[src/rtl/tc_pkg.sv]
// Shared definitions for the timer/counter peripheral: FSM states, register
// offsets, CTRL fields and the byte-lane merge used by bus-attached blocks.
package tc_pkg;

    typedef enum logic [1:0] {
        IDLE = 2'd0,
        LOAD = 2'd1,
        CNT  = 2'd2,
        INT  = 2'd3
    } state_t;

    localparam logic [3:0] OFF_CTRL   = 4'h0;
    localparam logic [3:0] OFF_PRESET = 4'h4;
    localparam logic [3:0] OFF_COUNT  = 4'h8;

    localparam logic [1:0] MODE_ONESHOT = 2'b00;
    localparam logic [1:0] MODE_RELOAD  = 2'b01;

    localparam int CTRL_EN       = 0;
    localparam int CTRL_MODE_LSB = 1;
    localparam int CTRL_IM       = 3;

    // Replace each byte lane whose enable is set; keep the others.
    function automatic logic [31:0] byte_merge(input logic [31:0] old_val,
                                               input logic [31:0] new_val,
                                               input logic [3:0]  byteen);
        logic [31:0] merged;
        merged = old_val;
        for (int i = 0; i < 4; i++) begin
            if (byteen[i]) merged[i*8 +: 8] = new_val[i*8 +: 8];
        end
        return merged;
    endfunction

endpackage

[src/rtl/timer_counter.sv]
// Memory-mapped down-counting timer with one-shot / auto-reload modes and a
// registered interrupt. Define TC_COUNT_WR_EN to make COUNT bus-writable.
module timer_counter
    import tc_pkg::*;
#(
    parameter logic [31:0] BASE_ADDR = 32'h0000_7F00
) (
    input  logic        clk,
    input  logic        reset,
    input  logic [31:0] addr,
    input  logic [3:0]  byteen,
    input  logic [31:0] wdata,
    output logic [31:0] rdata,
    output logic        irq
);

    state_t      state_q, state_d;
    logic [3:0]  ctrl_q, ctrl_d;
    logic [31:0] preset_q, preset_d;
    logic [31:0] count_q, count_d;
    logic        flag_q, flag_d;

    logic        hit, wr, wr_ctrl, wr_preset;
    logic [3:0]  offset;
    logic        en;
    logic        load_count, dec_count, expire, int_clr_en, int_clr_flag;
    logic        unused_addr_bits;

    assign unused_addr_bits = ^addr[1:0];

    assign offset    = {addr[3:2], 2'b00};
    assign hit       = (addr[31:4] == BASE_ADDR[31:4]) && (addr[3:2] != 2'b11);
    assign wr        = hit && (byteen != 4'b0000);
    assign wr_ctrl   = wr && (offset == OFF_CTRL);
    assign wr_preset = wr && (offset == OFF_PRESET);
    assign en        = ctrl_q[CTRL_EN];

    always_comb begin
        rdata = '0;
        if (hit) begin
            case (offset)
                OFF_CTRL:   rdata = {28'b0, ctrl_q};
                OFF_PRESET: rdata = preset_q;
                OFF_COUNT:  rdata = count_q;
                default:    rdata = '0;
            endcase
        end
    end

    always_ff @(posedge clk) begin
        if (reset) state_q <= IDLE;
        else       state_q <= state_d;
    end

    always_comb begin
        // NOTE: every combinational output gets a default first so no path leaves it unassigned (no latch).
        state_d = state_q;
        case (state_q)
            IDLE: if (en) state_d = LOAD;
            LOAD: state_d = CNT;
            CNT: begin
                if (!en)                 state_d = IDLE;
                else if (count_q <= 32'd1) state_d = INT;
            end
            INT:  state_d = IDLE;
            default: state_d = IDLE;
        endcase
    end

    always_comb begin
        load_count   = 1'b0;
        dec_count    = 1'b0;
        expire       = 1'b0;
        int_clr_en   = 1'b0;
        int_clr_flag = 1'b0;
        case (state_q)
            LOAD: load_count = 1'b1;
            CNT: begin
                if (en) begin
                    if (count_q > 32'd1) dec_count = 1'b1;
                    else                 expire    = 1'b1;
                end
            end
            INT: begin
                if (ctrl_q[CTRL_MODE_LSB +: 2] == MODE_RELOAD) int_clr_flag = 1'b1;
                else                                           int_clr_en   = 1'b1;
            end
            default: ;
        endcase
    end

    // Bus writes take priority over the FSM's own register updates.
    always_comb begin
        ctrl_d   = ctrl_q;
        preset_d = preset_q;
        count_d  = count_q;
        flag_d   = flag_q;

        if (wr_ctrl) begin
            if (byteen[0]) ctrl_d = wdata[3:0];
        end else if (int_clr_en) begin
            ctrl_d[CTRL_EN] = 1'b0;
        end

        if (wr_preset) preset_d = byte_merge(preset_q, wdata, byteen);

        if (load_count)     count_d = preset_q;
        else if (dec_count) count_d = count_q - 32'd1;
        else if (expire)    count_d = '0;
`ifdef TC_COUNT_WR_EN
        if (wr && (offset == OFF_COUNT)) count_d = byte_merge(count_q, wdata, byteen);
`endif

        if (expire)                flag_d = 1'b1;
        if (int_clr_flag)          flag_d = 1'b0;
        if (wr_ctrl || wr_preset)  flag_d = 1'b0;
    end

    // irq is registered from the next-state flag and mask so it tracks them with no extra lag.
    always_ff @(posedge clk) begin
        if (reset) begin
            ctrl_q   <= '0;
            preset_q <= '0;
            count_q  <= '0;
            flag_q   <= 1'b0;
            irq      <= 1'b0;
        end else begin
            // NOTE: sequential state uses non-blocking assignments so all registers update together.
            ctrl_q   <= ctrl_d;
            preset_q <= preset_d;
            count_q  <= count_d;
            flag_q   <= flag_d;
            irq      <= flag_d & ctrl_d[CTRL_IM];
        end
    end

endmodule

[config.mk]
export PLATFORM = sky130hd
export DESIGN_NAME = timer_counter
export DESIGN_NICKNAME = d
export VERILOG_FILES = /design/src/rtl/tc_pkg.sv /design/src/rtl/timer_counter.sv
export SDC_FILE = /design/constraint.sdc
export NUM_CORES = 1
export LEC_CHECK = 0
export CAP_MARGIN = 15
export CORE_ASPECT_RATIO = 1.5
export CORE_MARGIN = 8
export CORE_UTILIZATION = 46
export DETAILED_ROUTE_END_ITERATION = 8
export HOLD_SLACK_MARGIN = 0.15
export PLACE_DENSITY = 0.86
export SYNTH_ARGS = -nofsm -noshare
export SYNTH_HDL_FRONTEND = slang
export SYNTH_SLANG_ARGS = --single-unit
[constraint.sdc]
create_clock -name clk -period 2 [get_ports clk]
set_input_delay 0.4 -clock clk [delete_from_list [all_inputs] [get_ports clk]]
set_output_delay 0.4 -clock clk [all_outputs]
set_load 0.02 [all_outputs]
Yosys cells after proc, flatten, opt, wreduce, memory -nomap -nowiden:

Index checks and enable logic that the tools add are counted.
W data, S select, Z words.

* eq/ne operators: 11
* reductions and logical operators: 17
* add/subtract/negate cells: 1
* muxes and demuxes: 27
* magnitude comparators: 2
* bitwise operators: 1

Operators with widths (count)
* $mux W32: 4
* $pmux W32 S3: 1
* $gt A32 B1 Y1 const B: 1
* $le A32 B1 Y1 const B: 1
* $sub A32 B1 Y32 const B: 1
* $eq A28 B11 Y1 const B: 1
* $mux W1: 16
* $reduce_and A2 Y1: 7
* $pmux W2 S4: 1
* $eq A2 B1 Y1 const B: 3
* $eq A2 B2 Y1 const B: 3
* $mux W2: 3
* $ne A2 B2 Y1 const B: 3
* $logic_and A1 B1 Y1: 4
* $logic_not A4 Y1: 1
* $mux W4: 1
* $reduce_bool A4 Y1: 1
* $mux W3: 1
* $ne A3 B3 Y1 const B: 1
* $reduce_bool A3 Y1: 1
* $logic_not A2 Y1: 1
* $reduce_bool A2 Y1: 1
* $and A1 B1 Y1: 1
* $logic_or A1 B1 Y1: 1

* input bits: 70
* output and inout bits: 33
* word-level logic and storage cells: 70
* register bits after elaboration: 72

Logic depth before layout (Yosys ltp):

* depth in word-level cells: 8
* gate-level depth with buffers: 9
* mapped depth without buffers: 7

Worst setup path before layout:

OpenSTA, ideal clock, no wires.

* path type: input to output
* start point: input addr[3]
* end point: output rdata[11]
* data arrival time: 1900 ps
* stages on the path: 6
* path slack: -300 ps
* path buffers: 3
* cells stage by stage: clkbuf_1 -> nor2b_1 -> clkbuf_1 -> clkbuf_1 -> a22oi_1 -> nor2_1

* word-level cells in the longest chain between the ends: 3

Ends and longest elaborated chain
* start, declared: RTL line timer_counter.sv:10 `input logic [31:0] addr,`
* $eq A2 B2 Y1 (tied with other cells): RTL line timer_counter.sv:41 `case (offset)`
* $pmux W32 S3 or $logic_and A1 B1 Y1 (tied branches): RTL line timer_counter.sv:41, timer_counter.sv:32
* $mux W32 (*): RTL line timer_counter.sv:40 `if (hit) begin`
* end, declared: RTL line timer_counter.sv:13 `output logic [31:0] rdata,`

Every way passes the cells marked *; elsewhere a longest branch is shown, timed or not.

Worst setup path in the final report:

* start point: input addr[24]
* end point: output rdata[8]

* word-level cells in the longest chain between the ends: 3

Ends and longest elaborated chain
* $eq A28 B11 Y1: RTL line timer_counter.sv:32 `assign hit = (addr[31:4] == BASE_ADDR[31:4]) && (addr[3:2] != 2'b11);`
* $logic_and A1 B1 Y1: RTL line timer_counter.sv:32
* $mux W32: RTL line timer_counter.sv:40

Every way passes these cells.

==> results.toml <==
[hold_path]
hp-start = "preset_q[7]"
hp-class = "reg -> reg"
hold_end = "count_q[7]"
hold_path_depth = 2

[logic_synthesis]
ys_warn_count = 0
synth_top_family_by_area = "simple AND/OR/NAND/NOR gates"
synth-seq-area-share = 0.331
ys_ff_latch = 72
syn-cell-area_um2 = 4360
synth-adder-area-share = 0.00574
synthCells = 524
synthSimpleGateAreaFrac = 0.313
synth-edff-count = 0
synthDistinctLibCells = 54
synth.area.mux_share = 0.0918
syn-num-nets = 596
syn_area_per_cell_um2 = 8.32
synth_xor_area_frac = 0.0301
synth_ff_type = "dfxtp_1"
synth-compound-area-share = 0.180
synthArstFlopShare = 0

[route]
viasPerCell = 6.31
first_iter_violations = 557
antenna_left = 0
drc = 0
wl_um = 16500
firstDrtPassIters = 5
vias = 4909
wl_per_cell_um = 21.1

[power_and_ir_drop]
leakage_nw = 2.51
ir_worst_vdd_mv = 0.555
cellPowerDensity_nw_per_um2 = 478

[worst_setup_path]
worstSetupStartpointType = "primary input"
cpPeakStageDelay_ns = 0.35
ff2ff_path_depth = 6
r2r_end = "count_q[10]"
worstPathArrival_ns = 1.74
critical_path_class = "in -> out"
slowest_stage = "or2_4"
crit_family = "simple AND/OR/NAND/NOR gates"
crit_start = "addr[24]"
r2r_setup_slack_ns = 0.03
r2r_start = "count_q[5]"
cp_cell_sequence = "buf_6 > nor4_4 > nand4_4 > or2_4 > buf_16 > nor2_4 > buf_6"
cpMostUsedCell = "buf_6"
required_ns = 1.60
critPathBufInv = 3
critPathMaxFanout = 7
endpoint_kind = "output port"

[floorplan]
core_um2 = 9250
boundaryPins = 103
die_w_um = 95.5
rows = 43
dieHeight_um = 135
fp.dieArea_um2 = 12900
initial_utilization = 0.471

[cts]
cts_max_level = 3
cts.sinks = 72
numCtsBuffers = 9
root_buffer = "clkbuf_16"
cts_tree = "done"
clk_pin_slew_ns = 0.07
clk_path_buf_depth = 2
worstSkewPairLatency_ns = 0.34
postCtsHoldBufs = 0

[grt]
gr-usage-all-layers = 0.239
antenna_found_initial = 0
grt.overflow.total = 0
grt_max_degree = 33
grt_pass1_vias = 4954
grt_pass1_wl_um = 24600

[outcome]
violations = "negative setup slack"
status = "complete, but fails checks"

[placed_design]
pre_cts_slack_ns = -0.973
globalplace.congestion = 0.892
io_buffer_count = 100
hpwl_um = 10300

[finish]
layout_commonest_cell = "dfxtp_1"
layout_common_cells = "dfxtp_1, nor2_1, buf_4"
drive_gt1_frac = 0.363
diodes = 0
fillers = 654
num-nets-final = 733
synthToLayoutAreaGrowth_pct = 55.6

[flow_run]
drv_cap = 0

[timing]
worstMarginPinSlew_ns = 0.551
hold_slack_ns = 0.509
setup_viol = 31
post-route-period-util = 1.07
relSlewSlack = 0.633
hold_viol = 0
skew_ns = 0.0104
fin_ws_ns = -0.136
period_minus_slack_ns = 2.14
rsz0062_at_grt = "true"
clock.fmax_mhz = 468
slew_viol_final = 0
synth_stat cells (all sizes together) (3+ instances only):
cell type | number | area share
clkbuf | 36 | 0.031
nand2 | 19 | 0.016
nor4b | 4 | 0.011
nor3 | 17 | 0.021
and3 | 6 | 0.0086
nor2b | 4 | 0.0057
o32ai | 5 | 0.010
o311a | 4 | 0.0092
buf | 10 | 0.012
a22oi | 40 | 0.069
or3 | 3 | 0.0043
a31oi | 17 | 0.024
o211ai | 3 | 0.0052
xnor2 | 9 | 0.018
nor4 | 22 | 0.067
nand3b | 5 | 0.0086
a21oi | 31 | 0.036
nor2 | 91 | 0.078
dfxtp | 72 | 0.33
nand3 | 29 | 0.033
mux2i | 40 | 0.092
nand2b | 4 | 0.0057
inv | 7 | 0.0060
xor2 | 6 | 0.012
or4 | 3 | 0.0060
or2 | 3 | 0.0043
nand4 | 8 | 0.018
worst reg2reg max path: cells and delay by family, from the launching register on:
| kind | cells | cell delay (ns) |
|---|---|---|
| flops | 1 | 0.35 |
| compound gates | 1 | 0.17 |
| buf+inv | 1 | 0.18 |
| simple gates | 3 | 0.97 |
| xor+xnor | 1 | 0.21 |
logic make-up (layout without fill, tap and decap cells):
| logic type | count (synthesis) | count (layout) |
|---|---|---|
| buf+inv | 53 | 194 |
| compound gates | 113 | 113 |
| mux | 40 | 40 |
| simple gates | 229 | 230 |
| xor+xnor | 15 | 15 |
| fa+ha+maj | 2 | 2 |
| flops | 72 | 72 |
where the power goes:
| part | switching (mW) | internal [mW] | leakage [nW] |
|---|---|---|---|
| Sequential | 0.000000000446 | 1.43 | 0.582 |
| Combinational | 0.117 | 0.150 | 1.79 |
| Clock | 0.636 | 0.903 | 0.141 |
| Total | 0.753 | 2.49 | 2.51 |
registers in the layout (all words and copies together) (netlist names):
| register | count |
|---|---|
| count_q | 32 |
| ctrl_q | 4 |
| flag_q | 1 |
| irq | 1 |
| preset_q | 32 |
| state_q | 2 |
how the worst max path moves through the flow:
stage	to	slack, ns	depth (start not counted)
floorplan	rdata[10]	-0.08	6
global placement	rdata[11]	-0.90	7
detailed placement	rdata[18]	-0.97	7
CTS	rdata[18]	-0.17	7
global route	rdata[12]	-0.16	7
finish	rdata[8]	-0.14	7
area by class of cell:
| cell class | instances | area (um^2) | share of cell area |
|---|---|---|---|
| clock inverters | 5 | 31.3 | 0.00461 |
| multi-input cells | 400 | 3170 | 0.467 |
| well taps | 112 | 140 | 0.0207 |
| repair buffers | 171 | 1720 | 0.253 |
| clock buffers | 11 | 253 | 0.0373 |
| flip-flops and latches | 72 | 1450 | 0.213 |
| inverters | 7 | 26.3 | 0.00387 |
metal layers:
metal  part of all wire  vias up  GRT usage
met5                  0        -          0
met4              0.035        0      0.128
met3              0.068       49     0.0361
met2               0.54      274      0.433
met1               0.36     2368      0.257
li1                   -     2218          -
stage by stage:
stage / setup TNS, ns / total power [mW] / area, um^2 / utilization / instances
final: -3.57 / 3.24 / 6780 / 0.733 / 778
after global routing: -4.45 / 3.33 / 6780 / 0.733 / 778
after CTS: -3.45 / 3.23 / 6620 / 0.715 / 774
after detailed placement: -45.41 / 1.71 / 6090 / 0.658 / 751
after global placement: -41.61 / 1.70 / 6090 / 0.658 / 751
after floorplan: -2.43 / 1.53 / 4650 / - / 524
repair_timing:
action / 4_1_cts / 5_1_grt
resized for setup: 312 / 36
setup endpoints to repair: 72 / 64
pin swaps: 20 / 16
buffers inserted: 2 / 4
gates cloned: 5 / 0
No activity file was read; power rests on OpenSTA's default activity.
